$ cat src/rtl/spi_register_bank.sv
// Bank of SPI-addressed registers on the shared opcode/operand bus.
// Reads come from a snapshot taken at transaction start. Writes commit atomically when the transaction ends.
//
// state  | meaning
// IDLE   | waiting for a rising edge of opcode_valid_in
// ACTIVE | transaction addressed to this bank; responding and collecting writes
// IGNORE | transaction for another block; wait for opcode_valid_in to fall
module spi_register_bank #(
  parameter int unsigned BASE_ADDRESS = 'h00,
  parameter int unsigned REGISTER_COUNT = 4,
  parameter int unsigned REGISTER_BYTES = 1,
  parameter logic [REGISTER_COUNT*REGISTER_BYTES*8-1:0] RESET_VALUES = '0,
  parameter logic [REGISTER_COUNT-1:0] WRITABLE_MASK = '0
) (
  input  logic                                   clock_in,
  input  logic                                   reset_n_in,
  input  logic [7:0]                             opcode_in,
  input  logic                                   opcode_valid_in,
  input  logic [7:0]                             operand_in,
  input  logic                                   operand_valid_in,
  input  logic [31:0]                            operand_count_in,
  input  logic [REGISTER_COUNT*REGISTER_BYTES*8-1:0] hw_value_in,
  output logic [REGISTER_COUNT*REGISTER_BYTES*8-1:0] register_value_out,
  output logic [REGISTER_COUNT-1:0]              write_strobe_out,
  output logic [7:0]                             response_out,
  output logic                                   response_valid_out
);
  localparam int unsigned W = REGISTER_BYTES * 8;
  localparam int unsigned SEL_W = (REGISTER_COUNT > 1) ? $clog2(REGISTER_COUNT) : 1;

  typedef enum logic [1:0] {IDLE, ACTIVE, IGNORE} state_t;

  state_t state, state_next;
  logic opcode_valid_d;
  logic rise, in_range, enter_active, leave_active, write_byte, commit;
  logic [8:0] offset;
  logic [SEL_W-1:0] sel;
  logic sel_writable, entry_writable;
  logic got_operand;
  logic [31:0] read_k;
  logic [W-1:0] regs [REGISTER_COUNT];
  logic [W-1:0] entry_value, snapshot, shadow;
  logic [REGISTER_BYTES-1:0] flags;

  function automatic logic [7:0] byte_of(input logic [W-1:0] value, input logic [31:0] k);
    logic [7:0] result;
    result = 8'h00;
    for (int b = 0; b < int'(REGISTER_BYTES); b++)
      if (k == 32'(b)) result = value[(int'(REGISTER_BYTES) - 1 - b) * 8 +: 8];
    return result;
  endfunction

  // Opcodes below the base wrap to >= 257 in 9 bits, so one compare covers both ends.
  assign offset = {1'b0, opcode_in} - 9'(BASE_ADDRESS);
  assign in_range = offset < 9'(REGISTER_COUNT);
  assign rise = opcode_valid_in && !opcode_valid_d;
  assign enter_active = (state == IDLE) && rise && in_range;
  assign leave_active = (state == ACTIVE) && !opcode_valid_in;
  assign write_byte = (state == ACTIVE) && opcode_valid_in && operand_valid_in && sel_writable
                      && (operand_count_in < 32'(REGISTER_BYTES));
  assign commit = leave_active && sel_writable && (&flags);
  assign read_k = (operand_valid_in || got_operand) ? operand_count_in : 32'd0;
  assign response_valid_out = (state == ACTIVE);

  always_comb begin
    entry_value = '0;
    entry_writable = 1'b0;
    for (int i = 0; i < int'(REGISTER_COUNT); i++) begin
      if (offset == 9'(i)) begin
        entry_value = WRITABLE_MASK[i] ? regs[i] : hw_value_in[i*W +: W];
        entry_writable = WRITABLE_MASK[i];
      end
    end
  end

  always_comb begin
    state_next = state;
    case (state)
      IDLE:           if (rise) state_next = in_range ? ACTIVE : IGNORE;
      ACTIVE, IGNORE: if (!opcode_valid_in) state_next = IDLE;
      default:        state_next = IDLE;
    endcase
  end

  always_ff @(posedge clock_in or negedge reset_n_in) begin
    if (!reset_n_in) state <= IDLE;
    else state <= state_next;
  end

  // Reset to 1 so a transaction already in flight when reset releases is not picked up mid-way.
  always_ff @(posedge clock_in or negedge reset_n_in) begin
    if (!reset_n_in) opcode_valid_d <= 1'b1;
    else opcode_valid_d <= opcode_valid_in;
  end

  always_ff @(posedge clock_in or negedge reset_n_in) begin
    if (!reset_n_in) begin
      sel <= '0;
      sel_writable <= 1'b0;
      snapshot <= '0;
      shadow <= '0;
      flags <= '0;
      got_operand <= 1'b0;
    end else if (enter_active) begin
      sel <= offset[SEL_W-1:0];
      sel_writable <= entry_writable;
      snapshot <= entry_value;
      shadow <= '0;
      flags <= '0;
      got_operand <= 1'b0;
    end else begin
      if ((state == ACTIVE) && opcode_valid_in && operand_valid_in) got_operand <= 1'b1;
      for (int b = 0; b < int'(REGISTER_BYTES); b++) begin
        if (write_byte && (operand_count_in == 32'(b))) begin
          shadow[(int'(REGISTER_BYTES) - 1 - b) * 8 +: 8] <= operand_in;
          flags[b] <= 1'b1;
        end
      end
    end
  end

  always_ff @(posedge clock_in or negedge reset_n_in) begin
    if (!reset_n_in) begin
      for (int i = 0; i < int'(REGISTER_COUNT); i++) regs[i] <= RESET_VALUES[i*W +: W];
    end else if (commit) begin
      for (int i = 0; i < int'(REGISTER_COUNT); i++)
        if (sel == SEL_W'(i)) regs[i] <= shadow;
    end
  end

  always_ff @(posedge clock_in or negedge reset_n_in) begin
    if (!reset_n_in) begin
      write_strobe_out <= '0;
    end else begin
      for (int i = 0; i < int'(REGISTER_COUNT); i++)
        write_strobe_out[i] <= commit && (sel == SEL_W'(i));
    end
  end

  always_ff @(posedge clock_in or negedge reset_n_in) begin
    if (!reset_n_in) response_out <= 8'h00;
    else if (enter_active) response_out <= byte_of(entry_value, 32'd0);
    else if ((state == ACTIVE) && opcode_valid_in) response_out <= byte_of(snapshot, read_k);
    else response_out <= 8'h00;
  end

  always_comb begin
    register_value_out = '0;
    for (int i = 0; i < int'(REGISTER_COUNT); i++)
      if (WRITABLE_MASK[i]) register_value_out[i*W +: W] = regs[i];
  end
endmodule

$ cat config.mk
export PLATFORM = sky130hd
export DESIGN_NAME = spi_register_bank
export DESIGN_NICKNAME = d
export VERILOG_FILES = /design/src/rtl/spi_register_bank.sv
export SDC_FILE = /design/constraint.sdc
export NUM_CORES = 1
export LEC_CHECK = 0
export ABC_CLOCK_PERIOD_IN_PS = 4380
export BUFFER_PORTS_ARGS = -buffer_cell sky130_fd_sc_hd__buf_2
export CORE_ASPECT_RATIO = 0.9
export CORE_UTILIZATION = 40
export DETAILED_ROUTE_END_ITERATION = 6
export PLACE_DENSITY = 0.89
export REMOVE_ABC_BUFFERS = 1
export SLEW_MARGIN = 20
export SYNTH_ARGS = -nofsm -noshare
export SYNTH_HDL_FRONTEND = slang
export SYNTH_SLANG_ARGS = --single-unit
export TNS_END_PERCENT = 50
$ cat constraint.sdc
create_clock -name clock_in -period 4.38 [get_ports clock_in]
set_clock_uncertainty 0.15 [all_clocks]
set_input_delay 0.219 -clock clock_in [delete_from_list [all_inputs] [get_ports clock_in]]
set_output_delay 0.219 -clock clock_in [all_outputs]
set_load 0.03 [all_outputs]
# == Word level (Yosys, flattened, before mapping) ==
# Index checks and enable logic that the tools add are counted.
# word_totals
wordCells,40
inputBits,84
output_inout_bits,45
ff_bits,20
# classes
n_eq_ne,7
order_cmp,1
muxes,14
n_reduce_logical,13
# op_table
operator,count
8-bit 2-to-1 mux,7
32-bit zero test,1
32-bit 2-to-1 mux,1
8-bit by 2-bit == test with 1-bit output (second input constant),2
9-bit zero test,1
8-bit by 1-bit == test with 1-bit output (second input constant),1
8-bit by 3-bit < comparator with 1-bit output (second input constant),1
2-bit 2-to-1 mux,3
1-bit logical AND,5
2-bit inequality test (second input constant),2
2-bit case mux with 2 select lines,1
2-bit by 1-bit == test with 1-bit output (second input constant),1
2-bit == test (second input constant),1
2-bit zero test,1
1-bit 2-to-1 mux,2
2-bit AND reduction,1
2-bit nonzero test,1
2-bit OR reduction,1
1-bit zero test,1
1-bit logical OR,1

# == Longest topological paths before layout ==
# depth
word_depth,6
ltp_mapped,7
mapped_depth_nobuf,6

# == Least setup slack after synthesis ==
# OpenSTA, ideal clock, no wires.
# synth_timing
kind,register to register
startpoint,reg state[0]
endpoint,reg response_out[1]
path_stages_with_launch,8
arrival_ns,1.455
setup_ns,0.122
period_less_slack_ns,1.727
setup_slack_ns,2.653
n_path_buf,1
required_time_ns,4.108
cell_sequence,dfrtp_1 inv_1 ha_1 nor4b_2 nand2_1 and3_4 buf_6 a32o_1
# synth_between
elab_chain_cells,4
elab_cells_between_ends,7
classes_between,eq/ne (1); mux (2); reduce/logical (4)
# synth_lines
item,line_no,source
"start, declared",33,"state_t state, state_next;"
"start signal, assigned",87,else state <= state_next;
2-bit by 1-bit == test with 1-bit output / 2-bit zero test (equally long branches),"143, 57",
1-bit logical AND (on tied branches),"143, 57",
8-bit 2-to-1 mux / 1-bit logical AND (equally long branches),"143, 57",
8-bit 2-to-1 mux (*),142,"else if (enter_active) response_out <= byte_of(entry_value, 32'd0);"
"end signal, assigned",142,
"end signal, assigned",143,"else if ((state == ACTIVE) && opcode_valid_in) response_out <= byte_of(snapshot, read_k);"
"end, declared",25,"output logic [7:0] response_out,"
# Every way passes the cells marked *; elsewhere a longest branch is shown, timed or not.
# A chain may end at the register's enable or synchronous reset.

# == Worst setup path in the final report ==
# layout_timing
startpoint,reg state[1]
endpoint,reg response_out[0]
# The elaborated chain is that of the path after synthesis.

==> impl_metrics.env <==
export IMPL_ff2ff_setup_slack_ns=2.46
export IMPL_r2r_start="state[1]$_DFFE_PN0P_"
export IMPL_cts_resized=0
export IMPL_cts_buffers=3
export IMPL_ys_async_sr_fraction_pct=100.0
export IMPL_hold_path_end="got_operand$_DFFE_PN0P_"
export IMPL_grt_use_met1_pct=20.34
export IMPL_cp_required_ns=4.43
export IMPL_grt_pass1_vias=1120
export IMPL_hp_class="in -> reg"
export IMPL_arrival_ns=1.97
export IMPL_p_per_area_nw_per_um2=298.8
export IMPL_clockRootBuffer="clkbuf_8"
export IMPL_drive_gt1_share_pct=47.47
export IMPL_io_buffers=84
export IMPL_yosysTopAreaCell="dfrtp_1"
export IMPL_worstPathCellList="inv_1 -> ha_1 -> nor4b_2 -> nand3_2 -> nor2b_1 -> a31o_1"
export IMPL_syn_area_sq_um=1441
export IMPL_grt_setup_unrepaired="false"
export IMPL_overflow=0
export IMPL_dp_hpwl_um=2488
export IMPL_hold_viol=0
export IMPL_p_leak_nw=1.047
export IMPL_synth_cells=132
export IMPL_fillers=325
export IMPL_grt_pass1_wl_um=4899
export IMPL_internal_power_mw=0.3865
export IMPL_postCtsSetupBuffers=0
export IMPL_outcome="finished, final reports clean"
export IMPL_die_area_sq_um=3848
export IMPL_instances_no_fill=261
export IMPL_place_ws_ns=2.486
export IMPL_critPathMaxFanout=17
export IMPL_start_util_pct=42.35
export IMPL_h_tree_depth=1
export IMPL_fmax_ghz=0.5208
export IMPL_synthTopCellsByArea="dfrtp_1, buf_4, mux4_2, a21o_1, nor4_1"
export IMPL_hp_start="operand_valid_in"
export IMPL_grt_max_degree=21
export IMPL_place_congestion=0.6902
export IMPL_fin_crit_ns=1.920
export IMPL_grt_busiest_layer="met2"
export IMPL_die_height_um=58.95
export IMPL_grt_use_met3_pct=4.264
export IMPL_synth_edf_count=0
export IMPL_track_usage_pct=16.84
export IMPL_combinationalPowerShare_pct=28.3
export IMPL_cpMaxStageDelayCell="dfrtp_1"
export IMPL_tritoncts="done"
export IMPL_holdBufCountCts=2
export IMPL_wl_per_cell_um=11.76
export IMPL_antenna_found_initial=0
export IMPL_cp_start_kind="flip-flop"
export IMPL_nets=304
export IMPL_worst_slack_ns=2.460
export IMPL_post_route_util_pct=53.97
export IMPL_first_iter_violations=39
export IMPL_ant_nets=0
export IMPL_netSwitchingFraction_pct=29.57
export IMPL_hold_ws_ns=0.1139
export IMPL_clock_path_buffers=2
export IMPL_netlist_area_leader_share_pct=32.99
export IMPL_place_inst=255
export IMPL_drv_slew=0
export IMPL_die_x_um=65.28
export IMPL_synth_cell_type_count=33
export IMPL_drt_pass1_iter_count=4
export IMPL_clkSlewWorstSetupHoldPaths_ns=0.07
export IMPL_viasPerCell=4.632
export IMPL_drt_wl_total_um=3069
export IMPL_crit_type="reg -> reg"
export IMPL_cp_end_kind="flip-flop"
export IMPL_ys_seq_area_share_pct=34.81
export IMPL_r2r_end="response_out[0]$_DFF_PN0_"
export IMPL_worst_r2r_cell_count=6
export IMPL_core_area_sq_um=3403
export IMPL_slowest_delay_ns=0.40
export IMPL_synth_ff_type="dfrtp_1"
export IMPL_cts_sinks=20
export IMPL_p_sw_mw=0.1623
export IMPL_cap_violations=0
export IMPL_finalSetupTns_ns=0
export IMPL_ys_ff_latch=20
export IMPL_yosysWarnings=0
export IMPL_gr_usage_met2_pct=29.90
export IMPL_hold_depth=3
export IMPL_num_rows=20
export IMPL_drcViolationCount=0
export IMPL_post_route_period_util_pct=43.84
export IMPL_syn_to_final_growth_pct=27.43
export IMPL_antenna_cells=0
export IMPL_setup_viol=0
export IMPL_clock_power_share_pct=33.1
export IMPL_pin_count=129
export IMPL_vias=1209
export IMPL_ir_drop_mv=0.1859
export IMPL_insertion_delay_ns=0.25
export IMPL_synth_avg_cell_area_sq_um=10.92
export IMPL_seqPwrFrac_pct=38.6
[synth_stat cells, types with 2 or more instances]
library cell  instances
buf_4                36
dfrtp_1              19
a21o_1                8
nor4_1                8
nor2b_1               7
mux4_2                6
a31o_1                5
inv_1                 5
nand2_1               4
o21ai_0               4
a22o_1                2
a31o_2                2
buf_2                 2
buf_6                 2
ha_1                  2
nand4_1               2
nor2_1                2
[worst max-delay path: cells and delay by family, from the launching register on]
kind,cells,cell delay [ns]
flip-flops,1,0.40
AND/OR/NAND/NOR,3,0.93
buffers and inverters,1,0.08
adder cells (fa/ha/maj),1,0.17
AO/OA/AOI/OAI,1,0.13
[stage by stage]
step / area (sq um) / total power, mW
5_1_grt: 1837 / 0.5778
2_1_floorplan: 1270 / 0.3115
3_3_place_gp: 1745 / 0.3620
6_report: 1837 / 0.5488
3_5_place_dp: 1745 / 0.3686
4_1_cts: 1837 / 0.5531
[logic make-up after synthesis]
family	after synthesis	synth area share, %
buffers and inverters	45	22.31
muxes	9	12.67
AOI/OAI and AO/OA	27	14.58
adders and majority gates	2	1.736
DFF	20	34.81
and+or+nand+nor	28	13.63
other	1	0.2602
[power by group through the flow]
stage          registers [mW]  clock network (mW)  logic, mW
2_1_floorplan           0.212                   0     0.0990
3_3_place_gp            0.214                   0      0.149
3_5_place_dp            0.215                   0      0.154
4_1_cts                 0.211               0.186      0.156
5_1_grt                 0.213               0.195      0.170
6_report                0.212               0.182      0.155
[state kept, by name, indices dropped and copies added (netlist names)]
signal and flops:
opcode_valid_d 1, response_out 8, snapshot 8, got_operand 1, state 2
[worst max path at each step]
stage	from	endpoint	cells after the start
floorplan	state[0]$_DFFE_PN0P_	response_out[1]$_DFF_PN0_	6
global placement	state[1]$_DFFE_PN0P_	response_out[7]$_DFF_PN0_	6
detailed placement	state[1]$_DFFE_PN0P_	response_out[0]$_DFF_PN0_	6
CTS	state[1]$_DFFE_PN0P_	response_out[0]$_DFF_PN0_	6
global route	state[0]$_DFFE_PN0P_	response_out[0]$_DFF_PN0_	6
finish	state[1]$_DFFE_PN0P_	response_out[0]$_DFF_PN0_	6
[per-layer routing]
metal  share of wire, %  up-vias
li1                   -      582
met1                 41      563
met2                 50       62
met3                8.0        2
met4               0.78        0
met5                  0        -
[cells in the final DEF, fill, tap and decap left out, types with 3 or more instances in the layout]
cell,Yosys,final
clkbuf_8,0,3
nand2_1,4,4
dfrtp_1,19,19
a31o_1,5,5
nor4_1,8,8
conb_1,1,36
o21ai_0,4,4
mux4_2,6,6
nor2b_1,7,7
a21o_1,8,8
inv_1,5,5
buf_2,2,84
[final cells by class]
class,instances,area (sq um),share of cell area [%]
clock buffers,3,41.29,2.248
multi-input cells,102,749.5,40.80
clock inverters,1,30.03,1.635
flip-flops and latches,20,501.7,27.32
inverters,5,18.77,1.022
well taps,44,55.05,2.997
repair buffers,86,440.4,23.98
(Power assumes the default switching activity.)
